[src/rtl/sdrc_xfr_pkg.sv]
// Shared types and widths for the SDRAM-side transfer engine.
// Both the request port and the memory port use these widths.
package sdrc_xfr_pkg;

    localparam int DW  = 32;
    localparam int BEW = 4;
    localparam int AW  = 26;
    localparam int LW  = 9;

    typedef enum logic [2:0] {
        ST_IDLE     = 3'd0,
        ST_REFRESH  = 3'd1,
        ST_WRITE    = 3'd2,
        ST_READ     = 3'd3,
        ST_RD_FLUSH = 3'd4
    } state_t;

    // A zero-length request still moves one beat.
    function automatic logic [LW-1:0] eff_len(input logic [LW-1:0] len);
        return (len == '0) ? LW'(1) : len;
    endfunction

endpackage

[src/rtl/sdrc_xfr_engine_if.sv]
// Request/data/memory bundle between the bridge FIFOs, the transfer engine and the memory port.
// Handshake: sdr_req_ack pops one command; sdr_wr_next pops one write beat (data sampled that cycle); sdr_rd_valid has no ready.
interface sdrc_xfr_engine_if #(
    parameter int MEM_AW = sdrc_xfr_pkg::AW
);
    import sdrc_xfr_pkg::*;

    logic              sdr_req;
    logic [AW-1:0]     sdr_req_addr;
    logic [LW-1:0]     sdr_req_len;
    logic              sdr_req_wr_n;
    logic              sdr_req_ack;
    logic              sdr_busy_n;
    logic              sdr_wr_next;
    logic [BEW-1:0]    sdr_wr_en_n;
    logic [DW-1:0]     sdr_wr_data;
    logic              sdr_rd_valid;
    logic              sdr_last_rd;
    logic [DW-1:0]     sdr_rd_data;
    logic [MEM_AW-1:0] mem_addr;
    logic              mem_wr;
    logic              mem_rd;
    logic [BEW-1:0]    mem_be;
    logic [DW-1:0]     mem_wdata;
    logic [DW-1:0]     mem_rdata;

    modport slave (
        input  sdr_req, sdr_req_addr, sdr_req_len, sdr_req_wr_n,
        input  sdr_wr_en_n, sdr_wr_data, mem_rdata,
        output sdr_req_ack, sdr_busy_n, sdr_wr_next,
        output sdr_rd_valid, sdr_last_rd, sdr_rd_data,
        output mem_addr, mem_wr, mem_rd, mem_be, mem_wdata
    );

    modport master (
        output sdr_req, sdr_req_addr, sdr_req_len, sdr_req_wr_n,
        output sdr_wr_en_n, sdr_wr_data, mem_rdata,
        input  sdr_req_ack, sdr_busy_n, sdr_wr_next,
        input  sdr_rd_valid, sdr_last_rd, sdr_rd_data,
        input  mem_addr, mem_wr, mem_rd, mem_be, mem_wdata
    );

endinterface

[src/rtl/sdrc_ref_timer.sv]
// Free-running refresh interval counter; raises ref_pend each time it expires.
// ref_pend holds until the engine takes the refresh.
module sdrc_ref_timer #(
    parameter int REF_PERIOD = 780
) (
    input  logic sdram_clk,
    input  logic sdram_resetn,
    input  logic ref_taken,
    output logic ref_pend
);

    localparam int CW = $clog2(REF_PERIOD + 1);

    logic [CW-1:0] r_cnt;
    logic          r_pend;

    // Expiry wins over a same-cycle take so a refresh is never lost.
    always_ff @(posedge sdram_clk or negedge sdram_resetn) begin
        if (!sdram_resetn) begin
            r_cnt  <= CW'(REF_PERIOD);
            r_pend <= 1'b0;
        end else if (r_cnt == '0) begin
            r_cnt  <= CW'(REF_PERIOD);
            r_pend <= 1'b1;
        end else begin
            r_cnt <= r_cnt - 1'b1;
            if (ref_taken) begin
                r_pend <= 1'b0;
            end
        end
    end

    assign ref_pend = r_pend;

endmodule

[src/rtl/sdrc_xfr_engine.sv]
// Serves one bridge request at a time as a write or read burst on a simple synchronous
// memory port, and slots refresh windows in between bursts.
module sdrc_xfr_engine
    import sdrc_xfr_pkg::*;
#(
    parameter int REF_PERIOD = 780,
    parameter int REF_CYCLES = 8,
    parameter int MEM_AW     = AW
) (
    input  logic             sdram_clk,
    input  logic             sdram_resetn,
    sdrc_xfr_engine_if.slave bus,
    output state_t           o_dbg_state
);

    localparam int RCW = (REF_CYCLES > 1) ? $clog2(REF_CYCLES) : 1;

    state_t            r_state, w_state_nxt;
    logic [MEM_AW-1:0] r_addr, w_addr_nxt;
    logic [LW-1:0]     r_rem, w_rem_nxt;
    logic [RCW-1:0]    r_ref_cnt, w_ref_cnt_nxt;
    logic              r_hold, w_hold_nxt;
    logic              r_rd_valid;
    logic              r_rd_last;

    logic              w_ref_pend;
    logic              w_ref_taken;
    logic              w_ack;
    logic              w_wr_next;
    logic              w_mem_wr;
    logic              w_mem_rd;
    logic [BEW-1:0]    w_be;
    logic              w_last_beat;

    sdrc_ref_timer #(
        .REF_PERIOD (REF_PERIOD)
    ) u_ref_timer (
        .sdram_clk    (sdram_clk),
        .sdram_resetn (sdram_resetn),
        .ref_taken    (w_ref_taken),
        .ref_pend     (w_ref_pend)
    );

    // r_hold masks sdr_req for the first IDLE cycle: the request line may lag the FIFO pop.
    always_ff @(posedge sdram_clk or negedge sdram_resetn) begin
        if (!sdram_resetn) begin
            r_state   <= ST_IDLE;
            r_addr    <= '0;
            r_rem     <= '0;
            r_ref_cnt <= '0;
            r_hold    <= 1'b1;
        end else begin
            r_state   <= w_state_nxt;
            r_addr    <= w_addr_nxt;
            r_rem     <= w_rem_nxt;
            r_ref_cnt <= w_ref_cnt_nxt;
            r_hold    <= w_hold_nxt;
        end
    end

    assign w_last_beat = (r_rem == LW'(1));

    always_comb begin
        w_state_nxt   = r_state;
        w_addr_nxt    = r_addr;
        w_rem_nxt     = r_rem;
        w_ref_cnt_nxt = r_ref_cnt;
        w_hold_nxt    = 1'b0;
        w_ref_taken   = 1'b0;
        w_ack         = 1'b0;
        w_wr_next     = 1'b0;
        w_mem_wr      = 1'b0;
        w_mem_rd      = 1'b0;
        w_be          = '0;
        unique case (r_state)
            ST_IDLE: begin
                if (w_ref_pend) begin
                    w_state_nxt   = ST_REFRESH;
                    w_ref_taken   = 1'b1;
                    w_ref_cnt_nxt = RCW'(REF_CYCLES - 1);
                end else if (bus.sdr_req && !r_hold) begin
                    w_ack       = 1'b1;
                    w_addr_nxt  = MEM_AW'(bus.sdr_req_addr);
                    w_rem_nxt   = eff_len(bus.sdr_req_len);
                    w_state_nxt = bus.sdr_req_wr_n ? ST_READ : ST_WRITE;
                end
            end
            ST_REFRESH: begin
                if (r_ref_cnt == '0) begin
                    w_state_nxt = ST_IDLE;
                    w_hold_nxt  = 1'b1;
                end else begin
                    w_ref_cnt_nxt = r_ref_cnt - 1'b1;
                end
            end
            ST_WRITE: begin
                w_wr_next  = 1'b1;
                w_mem_wr   = 1'b1;
                w_be       = ~bus.sdr_wr_en_n;
                w_addr_nxt = r_addr + 1'b1;
                w_rem_nxt  = r_rem - 1'b1;
                if (w_last_beat) begin
                    w_state_nxt = ST_IDLE;
                    w_hold_nxt  = 1'b1;
                end
            end
            ST_READ: begin
                w_mem_rd   = 1'b1;
                w_addr_nxt = r_addr + 1'b1;
                w_rem_nxt  = r_rem - 1'b1;
                if (w_last_beat) begin
                    w_state_nxt = ST_RD_FLUSH;
                end
            end
            ST_RD_FLUSH: begin
                w_state_nxt = ST_IDLE;
                w_hold_nxt  = 1'b1;
            end
            default: begin
                w_state_nxt = ST_IDLE;
            end
        endcase
    end

    // Read return lines up with the memory's one-cycle read latency.
    always_ff @(posedge sdram_clk or negedge sdram_resetn) begin
        if (!sdram_resetn) begin
            r_rd_valid <= 1'b0;
            r_rd_last  <= 1'b0;
        end else begin
            r_rd_valid <= w_mem_rd;
            r_rd_last  <= w_mem_rd & w_last_beat;
        end
    end

    assign bus.sdr_req_ack  = w_ack;
    assign bus.sdr_busy_n   = (r_state == ST_IDLE) && !w_ref_pend;
    assign bus.sdr_wr_next  = w_wr_next;
    assign bus.sdr_rd_valid = r_rd_valid;
    assign bus.sdr_last_rd  = r_rd_last;
    assign bus.sdr_rd_data  = r_rd_valid ? bus.mem_rdata : '0;
    assign bus.mem_addr     = r_addr;
    assign bus.mem_wr       = w_mem_wr;
    assign bus.mem_rd       = w_mem_rd;
    assign bus.mem_be       = w_be;
    assign bus.mem_wdata    = w_mem_wr ? bus.sdr_wr_data : '0;
    assign o_dbg_state      = r_state;

endmodule
[src/flat_wrapper.sv]
// flat-port wrapper written by rule: the top's interface ports become plain ports
module sdrc_xfr_engine_flat import sdrc_xfr_pkg::*;
#(
    parameter int REF_PERIOD = 780,
    parameter int REF_CYCLES = 8,
    parameter int MEM_AW     = AW
)
  (sdram_clk, sdram_resetn, o_dbg_state, bus_sdr_req, bus_sdr_req_addr, bus_sdr_req_len, bus_sdr_req_wr_n, bus_sdr_wr_en_n, bus_sdr_wr_data, bus_mem_rdata, bus_sdr_req_ack, bus_sdr_busy_n, bus_sdr_wr_next, bus_sdr_rd_valid, bus_sdr_last_rd, bus_sdr_rd_data, bus_mem_addr, bus_mem_wr, bus_mem_rd, bus_mem_be, bus_mem_wdata);
  sdrc_xfr_engine_if #(.MEM_AW(MEM_AW)) bus_i ();
  input  logic sdram_clk;
  input  logic sdram_resetn;
  output state_t o_dbg_state;
  input wire logic [$bits(bus_i.sdr_req)-1:0] bus_sdr_req;
  input wire logic [$bits(bus_i.sdr_req_addr)-1:0] bus_sdr_req_addr;
  input wire logic [$bits(bus_i.sdr_req_len)-1:0] bus_sdr_req_len;
  input wire logic [$bits(bus_i.sdr_req_wr_n)-1:0] bus_sdr_req_wr_n;
  input wire logic [$bits(bus_i.sdr_wr_en_n)-1:0] bus_sdr_wr_en_n;
  input wire logic [$bits(bus_i.sdr_wr_data)-1:0] bus_sdr_wr_data;
  input wire logic [$bits(bus_i.mem_rdata)-1:0] bus_mem_rdata;
  output wire logic [$bits(bus_i.sdr_req_ack)-1:0] bus_sdr_req_ack;
  output wire logic [$bits(bus_i.sdr_busy_n)-1:0] bus_sdr_busy_n;
  output wire logic [$bits(bus_i.sdr_wr_next)-1:0] bus_sdr_wr_next;
  output wire logic [$bits(bus_i.sdr_rd_valid)-1:0] bus_sdr_rd_valid;
  output wire logic [$bits(bus_i.sdr_last_rd)-1:0] bus_sdr_last_rd;
  output wire logic [$bits(bus_i.sdr_rd_data)-1:0] bus_sdr_rd_data;
  output wire logic [$bits(bus_i.mem_addr)-1:0] bus_mem_addr;
  output wire logic [$bits(bus_i.mem_wr)-1:0] bus_mem_wr;
  output wire logic [$bits(bus_i.mem_rd)-1:0] bus_mem_rd;
  output wire logic [$bits(bus_i.mem_be)-1:0] bus_mem_be;
  output wire logic [$bits(bus_i.mem_wdata)-1:0] bus_mem_wdata;
  assign bus_i.sdr_req = bus_sdr_req;
  assign bus_i.sdr_req_addr = bus_sdr_req_addr;
  assign bus_i.sdr_req_len = bus_sdr_req_len;
  assign bus_i.sdr_req_wr_n = bus_sdr_req_wr_n;
  assign bus_i.sdr_wr_en_n = bus_sdr_wr_en_n;
  assign bus_i.sdr_wr_data = bus_sdr_wr_data;
  assign bus_i.mem_rdata = bus_mem_rdata;
  assign bus_sdr_req_ack = bus_i.sdr_req_ack;
  assign bus_sdr_busy_n = bus_i.sdr_busy_n;
  assign bus_sdr_wr_next = bus_i.sdr_wr_next;
  assign bus_sdr_rd_valid = bus_i.sdr_rd_valid;
  assign bus_sdr_last_rd = bus_i.sdr_last_rd;
  assign bus_sdr_rd_data = bus_i.sdr_rd_data;
  assign bus_mem_addr = bus_i.mem_addr;
  assign bus_mem_wr = bus_i.mem_wr;
  assign bus_mem_rd = bus_i.mem_rd;
  assign bus_mem_be = bus_i.mem_be;
  assign bus_mem_wdata = bus_i.mem_wdata;
  sdrc_xfr_engine #(.REF_PERIOD(REF_PERIOD), .REF_CYCLES(REF_CYCLES), .MEM_AW(MEM_AW)) u_core (.sdram_clk(sdram_clk), .sdram_resetn(sdram_resetn), .bus(bus_i), .o_dbg_state(o_dbg_state));
endmodule
[config.mk]
export PLATFORM = sky130hd
export DESIGN_NAME = sdrc_xfr_engine_flat
export DESIGN_NICKNAME = d
export VERILOG_FILES = /design/src/rtl/sdrc_xfr_pkg.sv /design/src/rtl/sdrc_xfr_engine_if.sv /design/src/rtl/sdrc_ref_timer.sv /design/src/rtl/sdrc_xfr_engine.sv /design/src/flat_wrapper.sv
export SDC_FILE = /design/constraint.sdc
export NUM_CORES = 1
export LEC_CHECK = 0
export BUFFER_PORTS_ARGS = -buffer_cell sky130_fd_sc_hd__buf_2
export CAP_MARGIN = 20
export CORE_MARGIN = 3
export CORE_UTILIZATION = 30
export CTS_CLUSTER_DIAMETER = 50
export DETAILED_ROUTE_END_ITERATION = 8
export GPL_ROUTABILITY_DRIVEN = 0
export GPL_TIMING_DRIVEN = 0
export PLACE_DENSITY_LB_ADDON = 0.08
export SYNTH_ARGS = -nofsm -noshare
export SYNTH_HDL_FRONTEND = slang
export SYNTH_SLANG_ARGS = --single-unit
[constraint.sdc]
create_clock -name sdram_clk -period 3.3 [get_ports sdram_clk]
set_clock_uncertainty 0.1 [all_clocks]
set_input_delay 0.66 -clock sdram_clk [delete_from_list [all_inputs] [get_ports sdram_clk]]
set_output_delay 0.66 -clock sdram_clk [all_outputs]
set_load 0.005 [all_outputs]
[Yosys cells after proc, flatten, opt, wreduce, memory -nomap -nowiden]
Index checks and enable logic that the tools add are counted.
Widths: inputs -> output; s select.
Cells by class
  reduce and logical (&&, ||, !) cells: 15
  equality and inequality tests: 13
  multiplexer cells: 33
  bitwise operators: 2
  add/sub/neg operators: 4
Operator list (number)
  $mux 32: 2
  $mux 26: 2
  $pmux 26 s2: 1
  $mux 9: 3
  $add 26x1->26 const B: 1
  $mux 3: 7
  $pmux 9 s2: 1
  $mux 1: 12
  $pmux 3 s4: 1
  $logic_not 10->1: 1
  $mux 10: 1
  $sub 10x1->10 const B: 1
  $eq 9x1->1 const B: 1
  $logic_not 9->1: 1
  $sub 9x1->9 const B: 1
  $ne 2x1->1 const B: 4
  $eq 3x2->1 const B: 2
  $logic_not 3->1: 2
  $ne 2x2->1 const B: 3
  $pmux 3 s2: 1
  $reduce_and 3->1: 2
  $reduce_bool 2->1: 3
  $mux 4: 1
  $not 4->4: 1
  other kinds (10): 12
Word-level totals
  flip-flop bits (word level): 55
  bits of input ports: 107
  word-level logic and storage cells: 76
  output and inout port bits: 104

[Longest topological paths before layout]
Gate-level depths: netlist (run 1).
  word-level depth: 5
  mapped depth: 8

[Cells and area by module]
From an unflattened synthesis (run 1), not the netlist that was laid out.
Second synthesis, totals
  cells, all modules: 404
  area, all modules: 3427.0 um^2
Modules (own cells, without submodules)
  sdrc_xfr_engine: instances 1, cells each 354, area each 2885.3 um^2, seq. area each 1102.3 um^2
  sdrc_ref_timer: instances 1, cells each 50, area each 541.8 um^2, seq. area each 280.3 um^2

[Worst setup path after synthesis (run 1)]
No wires, ideal clock.
  kind: register -> output
  start: reg u_core.r_state[1] (netlist: u_core.o_dbg_state[1])
  end: out bus_mem_wdata[22]
  stages on the path, launching flop included: 7
  buffers on the path: 2
  data arrival time: 1.442 ns
  slack: 1.098 ns
  cell sequence: dfrtp_1 -> nor2b_1 -> buf_2 -> nand2b_1 -> inv_1 -> clkbuf_1 -> and2_1
On the way
  longest elaborated chain between the ends: 3
Ends and longest elaborated chain
  start, declared: line sdrc_xfr_engine.sv:18  | state_t r_state, w_state_nxt;
  start signal, assigned: line sdrc_xfr_engine.sv:53  | r_state <= w_state_nxt;
  $eq 3x2->1: line sdrc_xfr_engine.sv:75  | unique case (r_state)
  $mux 1: line sdrc_xfr_engine.sv:75
  net bus_mem_wr: line flat_wrapper.sv:27  | output wire logic [$bits(bus_i.mem_wr)-1:0] bus_mem_wr;
  $mux 32: line sdrc_xfr_engine.sv:146  | assign bus.mem_wdata = w_mem_wr ? bus.sdr_wr_data : '0;
  end, declared: line flat_wrapper.sv:30  | output wire logic [$bits(bus_i.mem_wdata)-1:0] bus_mem_wdata;
The timed path passes the listed nets, and every way through them passes these cells.

[Worst setup path in the final report (run 1)]
  start: reg u_core.r_state[1] (netlist: u_core.o_dbg_state[1])
  end: out bus_mem_wdata[26]
On the way
  longest elaborated chain between the ends: 3
Ends and longest elaborated chain (line)
  $eq 3x2->1: sdrc_xfr_engine.sv:75
  $mux 1: sdrc_xfr_engine.sv:75
  $mux 32: sdrc_xfr_engine.sv:146
No other way between the ends.

==> metrics.yaml, run 1 <==
area_growth_syn_to_layout_pct: 41.9
postCtsResizedCells: 0
setup-violations-final: 0
dp_hpwl_mm: 9.52
cts-buffers-inserted: 5
synth_enable_flop_cells: 0
rows: 38
h_tree_depth: 2
slowest_delay_ns: 0.54
routed-via-count: 3776
chipHeight_um: 112
core-area_mm2: 0.0109
maximum_number_of_pins_on_one_net_before_global_route_repair: 36
placed_area_mm2: 0.00464
cts_num_sinks: 55
crit_path_max_delay_cell_type: "sky130_fd_sc_hd__dfrtp_1"
fin_crit_ns: 3.03
io_pins: 211
netlist_area_mm2: 0.00339
cts_hold_buf: 0
setup_buffers_after_cts: 0
cts_max_path_buffers: 2
synth_ff_type: "sky130_fd_sc_hd__dfrtp_1"
die-width_um: 112
critPathMostFrequentCell: "sky130_fd_sc_hd__buf_2"
gr-total-overflow: 0
detailedPlace.worstSlack_ns: 0.555
antenna_found_initial: 0
tightest_slew_ns: 0.630
timing.hold.ws_ns: 0.234
synth.distinct_cells: 58
drt-vias-per-instance: 5.03
drt-pass1-iter-count: 4
worstPathRequired_ns: 2.54
area_share_of_the_leading_cell_type_in_the_synthesized_netlist: 0.369
async_reset_ff_frac: 1.00
final_layout_size_suffix_gt1_frac: 0.403
final_cell_mix: "sky130_fd_sc_hd__buf_2 (216), sky130_fd_sc_hd__and2_1 (66), sky130_fd_sc_hd__dfrtp_1 (50)"
grt_pass1_wl_mm: 18.5
cp_max_fo: 11
count_of_nets_left_with_antenna_violations_after_detail_routing: 0
drt-initial-drc-count: 128
design.final.nets: 723
wire_per_inst_um: 15.7
power-per-cell-area_mw_per_mm2: 714
postSynthAreaPerCell_um2: 8.65
finalMaxSlewViolations: 0
io_buffers: 210
wl_mm: 11.8
rsz0062_at_grt: "no"
floorplan.initialDensity: 0.310
postSynthCellCount: 392
cellLeakagePower_uw: 0.00244
grt_util_all_layers: 0.181
setup.worst_path.end_class: "output port"
synth_top_area_cell: "sky130_fd_sc_hd__dfrtp_1"
fin_crit_sh: 0.919
antenna_cells_inserted: 0
hold_viol: 0
status: "finished, final reports clean"
ys_top_cells_by_area: "sky130_fd_sc_hd__dfrtp_1 (37%), sky130_fd_sc_hd__and2_1 (12%), sky130_fd_sc_hd__nand2_1 (4.6%)"
min-delay-path-class: "primary input to asynchronous set/reset pin"
power.total_uw: 3430
mostFrequentLayoutCell: "sky130_fd_sc_hd__buf_2"
remaining_design_rule_violation_count: 0
synth_seq_area_share: 0.408
synthesis.nets: 505
worstPathCellList: "nor2b_1 -> buf_2 -> nand2b_1 -> inv_1 -> clkbuf_1 -> and2_1 -> buf_2"
number_of_synthesized_register_bits: 55
timing.final.ws_setup_ns: 0.268
yosys_warnings: 0
grt_pass1_vias: 3694
startpoint_type: "flop"
cts_root_buffer: "sky130_fd_sc_hd__clkbuf_16"
clk_pin_slew_ns: 0.07
finalInstanceArea_mm2: 0.00481
worst_ir_drop_vdd_v: 0.000284
cts_tree: "built"
die_area_mm2: 0.0126
relSlewSlack: 0.576
cp.arrival_ns: 2.27
finalSetupTns_ns: 0
max-cap-violations: 0
clock.fmax_mhz: 330
nFillCells: 1107
worst_skew_pair.late_latency_ns: 0.29
critical_path_class: "flop to output port"
## worst max-delay path: cells and delay by family, from the launching register on
family | cells | cell delay, ns
flip-flops | 1 | 0.54
AND/OR/NAND/NOR | 3 | 0.57
buffers and inverters | 4 | 0.87
## cell families (layout without fill, tap and decap cells)
group	Yosys count	in the layout	synth area share
adders and majority gates	6	6	0.0221
xor gates and xnor gates	6	6	0.0155
muxes	1	1	0.00332
DFF	55	55	0.408
AOI/OAI and AO/OA	77	77	0.164
buffers and inverters	32	251	0.0387
and+or+nand+nor	215	215	0.348
## flip-flops by register name, summed over array words and instances, names as in the netlist
| register | flops |
|---|---|
| u_core.bus.sdr_rd_valid | 1 |
| u_core.r_ref_cnt | 3 |
| u_core.u_ref_timer.r_cnt | 10 |
| u_core.bus.sdr_last_rd | 1 |
| u_core.bus.mem_addr | 26 |
| u_core.r_hold | 1 |
| u_core.u_ref_timer.ref_pend | 1 |
| u_core.o_dbg_state | 3 |
| u_core.r_rem | 9 |
## per-stage QoR
stage                     cells  utilization
after floorplan             392            -
after global placement      742        0.422
after detailed placement    743        0.424
after CTS                   751        0.440
after global routing        751        0.440
final                       751        0.440
## cell usage after synthesis (all sizes together), types with 2 or more instances
| library cell | number |
|---|---|
| dfrtp | 50 |
| o21ai | 15 |
| or3 | 2 |
| nor3b | 2 |
| o311ai | 5 |
| nor2 | 40 |
| dfstp | 5 |
| and2 | 67 |
| o221ai | 3 |
| a31oi | 3 |
| and3 | 11 |
| a22oi | 2 |
| nand3 | 15 |
| clkbuf | 15 |
| a211oi | 2 |
| buf | 7 |
| inv | 10 |
| nor2b | 2 |
| xor2 | 4 |
| nand2 | 43 |
| nand3b | 3 |
| xnor2 | 2 |
| a21oi | 13 |
| nor4 | 8 |
| o211ai | 10 |
| nand2b | 3 |
| a221o | 4 |
| a41oi | 3 |
| nor3 | 8 |
| ha | 6 |
| a311oi | 3 |
| a32oi | 2 |
| nand4 | 6 |
| o221a | 4 |
| a21o | 2 |
## layer usage
metal | up-vias | global-route usage | routed length [um]
li1 | 1826 | - | -
met1 | 1766 | 0.216 | 4940
met2 | 182 | 0.342 | 6000
met3 | 2 | 0.0329 | 835
met4 | 0 | 0.0272 | 24
met5 | - | 0 | 0
## layout make-up
| type | instances | area (um2) | area share |
|---|---|---|---|
| Inverter | 10 | 37.5 | 0.00780 |
| Clock buffer | 6 | 139 | 0.0289 |
| Sequential cell | 55 | 1380 | 0.287 |
| Buffer | 22 | 93.8 | 0.0195 |
| Multi-Input combinational cell | 305 | 1880 | 0.390 |
| Clock inverter | 2 | 35.0 | 0.00728 |
| Tap cell | 140 | 175 | 0.0364 |
| Timing Repair Buffer | 211 | 1070 | 0.223 |
## power by group
part | internal, uW | switching, uW
registers | 895 | 294
logic | 782 | 841
clock network | 378 | 243
total | 2060 | 1380
## worst paths after layout
path,start,to,slack [ns],depth (start not counted)
setup / recovery,u_core.o_dbg_state[1]$_DFFE_PN0P_,bus_mem_wdata[26],0.27,7
hold / removal,sdram_resetn,u_core.bus.mem_addr[11]$_DFFE_PN0P_,0.23,1
setup reg to reg,u_core.bus.mem_addr[0]$_DFFE_PN0P_,u_core.bus.mem_addr[16]$_DFFE_PN0P_,0.90,6
hold reg to reg,u_core.u_ref_timer.r_cnt[0]$_DFF_PN0_,u_core.u_ref_timer.r_cnt[0]$_DFF_PN0_,0.41,1
max in group asynchronous,sdram_resetn,u_core.u_ref_timer.r_cnt[3]$_DFF_PN1_,2.23,2
min in group sdram_clk,u_core.u_ref_timer.r_cnt[0]$_DFF_PN0_,u_core.u_ref_timer.r_cnt[0]$_DFF_PN0_,0.41,1
(Power assumes the default switching activity.)
==> inputs of run 2 (changes only) <==
- SYNTH_HIERARCHICAL: not set -> 1
==> run 2 against run 1 <==
Compared with the run above:
- worst setup slack improved by 0.023 ns
- via count up 2.5%
- core utilization decreased by 0.14 points
- sequential cell count stayed put
- total power decreased by 62%
- sequential share of layout area barely moved
- synthesized area rose by 1.1%
- combinational power decreased by 93%
- largest power group is now sequential cells
- highest routed layer unchanged
==> metrics.yaml, run 2 <==
clock.fmax_mhz: 332
gr-total-overflow: 0
yosys.area_share.xor_xnor: 0.0102
cts-buffers-inserted: 5
grt_pass1_wl_mm: 19.5
largest_register_ff_count: 26
power.total_uw: 1320
chipHeight_um: 113
synth_compound_area_frac: 0.145
io_buffers: 210
cp.arrival_ns: 2.25
finalSetupTns_ns: 0
fin_util: 0.438
routed-via-count: 3869
drt-vias-per-instance: 5.07
synth-simple-area-share: 0.364
yosys.cell_count.top_type: "sky130_fd_sc_hd__dfrtp_1"
nFillCells: 1104
grt_util_all_layers: 0.186
drt-initial-drc-count: 206
fin_crit_ns: 3.01
max-cap-violations: 0
wl_mm: 12.6
design.final.nets: 735
yosys_warnings: 6
power-per-cell-area_mw_per_mm2: 274
startpoint_type: "flop"
muxShareOfSynthArea: 0.00876
remaining_design_rule_violation_count: 0
m1WireLength_mm: 5.80
rows: 38
cts_hold_buf: 0
cp_max_fo: 10
antenna_cells_inserted: 0
rsz0062_at_grt: "no"
floorplan.initialDensity: 0.312
critical_path_class: "flop to output port"
setup_buffers_after_cts: 0
cts_max_path_buffers: 2
worst_ir_drop_vdd_v: 0.000349
area_growth_syn_to_layout_pct: 40.5
maximum_number_of_pins_on_one_net_before_global_route_repair: 36
final_cell_mix: "sky130_fd_sc_hd__buf_2 (212), sky130_fd_sc_hd__dfrtp_1 (50), sky130_fd_sc_hd__nor2_1 (49)"
postSynthCellCount: 404
synth.distinct_cells: 56
cts_root_buffer: "sky130_fd_sc_hd__clkbuf_16"
die_area_mm2: 0.0127
synth_ff_type: "sky130_fd_sc_hd__dfrtp_1"
die-width_um: 113
met3WireLength_um: 719
synth_top_family_by_area: "simple AND/OR/NAND/NOR gates"
synthesis.nets: 517
fin_crit_sh: 0.912
synth_enable_flop_cells: 0
synth_seq_area_share: 0.403
postSynthAreaPerCell_um2: 8.48
dp_hpwl_mm: 9.97
final_layout_size_suffix_gt1_frac: 0.387
netlist_area_mm2: 0.00343
cts_num_sinks: 55
synth_top_area_cell: "sky130_fd_sc_hd__dfrtp_1"
postCtsResizedCells: 0
wl_met2_mm: 6.05
drt-pass1-iter-count: 4
status: "finished, final reports clean"
finalMaxSlewViolations: 0
hold_viol: 0
io_pins: 211
ys_top_cells_by_area: "sky130_fd_sc_hd__dfrtp_1 (37%), sky130_fd_sc_hd__and3_1 (6.8%), sky130_fd_sc_hd__and2_1 (5.8%)"
area_share_of_the_leading_cell_type_in_the_synthesized_netlist: 0.365
worstPathCellList: "nor2b_1 -> clkbuf_2 -> clkbuf_1 -> and3_1 -> buf_2"
grt_pass1_vias: 3672
tightest_slew_ns: 0.683
synthAdderAreaFrac: 0.0219
post_synth_most_frequent_cells: "sky130_fd_sc_hd__dfrtp_1 (50), sky130_fd_sc_hd__nor2_1 (49), sky130_fd_sc_hd__and3_1 (37)"
worstPathRequired_ns: 2.54
cts_tree: "built"
setup.worst_path.end_class: "output port"
core-area_mm2: 0.0110
slowest_delay_ns: 0.49
crit_path_max_delay_cell_type: "sky130_fd_sc_hd__dfrtp_1"
number_of_synthesized_register_bits: 55
count_of_nets_left_with_antenna_violations_after_detail_routing: 0
antenna_found_initial: 0
mostFrequentLayoutCell: "sky130_fd_sc_hd__buf_2"
async_reset_ff_frac: 1.00
setup-violations-final: 0
min-delay-path-class: "primary input to asynchronous set/reset pin"
cellLeakagePower_uw: 0.00254
worst_skew_pair.late_latency_ns: 0.29
wire_per_inst_um: 16.5
relSlewSlack: 0.540
highest-signal-layer: "met4"
h_tree_depth: 2
clk_pin_slew_ns: 0.07
run 2: cell types whose count changed in the layout (fill, tap and decap cells not counted), moves of 5 or more:
cell	delta
sky130_fd_sc_hd__nor2_1	+9
sky130_fd_sc_hd__nand2_1	-10
sky130_fd_sc_hd__inv_1	+5
sky130_fd_sc_hd__a211oi_1	+16
sky130_fd_sc_hd__o22ai_1	+6
sky130_fd_sc_hd__nor3_1	+17
sky130_fd_sc_hd__o211ai_1	-9
sky130_fd_sc_hd__o21ai_0	-6
sky130_fd_sc_hd__and3_1	+27
sky130_fd_sc_hd__clkbuf_1	+6
sky130_fd_sc_hd__and2_1	-34
run 2: metal layers:
metal / GRT usage / vias up
met2: 0.305 / 110
li1: - / 1894
met4: 0.0192 / 0
met5: 0 / -
met1: 0.269 / 1861
met3: 0.0278 / 4
run 2: kinds of logic after synthesis:
family                   Yosys count
AND/OR/NAND/NOR                  226
multiplexers                       3
XOR/XNOR                           4
adder cells (fa/ha/maj)            6
AO/OA/AOI/OAI                     71
buffers and inverters             39
flip-flops                        55
run 2: worst paths after layout:
kind                                                       startpoint                               endpoint  slack [ns]  cells past startpoint
worst max-delay path                u_core/o_dbg_state[1]$_DFFE_PN0P_                       bus_mem_wdata[0]        0.29                      5
worst min-delay path                                     sdram_resetn     u_core/bus.mem_addr[8]$_DFFE_PN0P_        0.24                      1
worst max register to register      u_core/o_dbg_state[1]$_DFFE_PN0P_     u_core/bus.mem_addr[3]$_DFFE_PN0P_        0.89                      8
worst min register to register  u_core/u_ref_timer/r_cnt[0]$_DFF_PN0_  u_core/u_ref_timer/r_cnt[0]$_DFF_PN0_        0.34                      1
max in group asynchronous                                sdram_resetn                u_core/r_hold$_DFF_PN1_        2.21                      2
min in group sdram_clk          u_core/u_ref_timer/r_cnt[0]$_DFF_PN0_  u_core/u_ref_timer/r_cnt[0]$_DFF_PN0_        0.34                      1
run 2: power by group:
part           leakage (uW)  switching [uW]  internal, uW
Sequential         0.000666               0           674
Clock             0.0000669             247           281
Combinational       0.00180            48.8          69.6
run 2: critical path, delay by kind of cell, from the launching register on:
kind	cells	cell delay [ns]
and+or+nand+nor	2	0.59
DFF	1	0.49
buffers and inverters	3	0.87
run 2: through the flow:
stage / worst slack, ns / std cells / instance area, um2 / hold WS, ns
2_1_floorplan: 1.10 / 404 / 3430 / 0.264
3_3_place_gp: 0.434 / 754 / 4650 / 0.338
3_5_place_dp: 0.431 / 755 / 4670 / 0.336
4_1_cts: 0.107 / 763 / 4810 / 0.267
5_1_grt: 0.142 / 763 / 4820 / 0.270
6_report: 0.292 / 763 / 4820 / 0.242
run 2: cell type report:
class | count | area [um2] | area share
sequential | 55 | 1380 | 0.287
clock inverter | 2 | 12.5 | 0.00260
buffer | 25 | 109 | 0.0226
clock buffer | 6 | 129 | 0.0268
timing repair buffer | 211 | 1070 | 0.222
inverter | 14 | 52.6 | 0.0109
multi-input combinational | 310 | 1880 | 0.391
tap | 140 | 175 | 0.0364
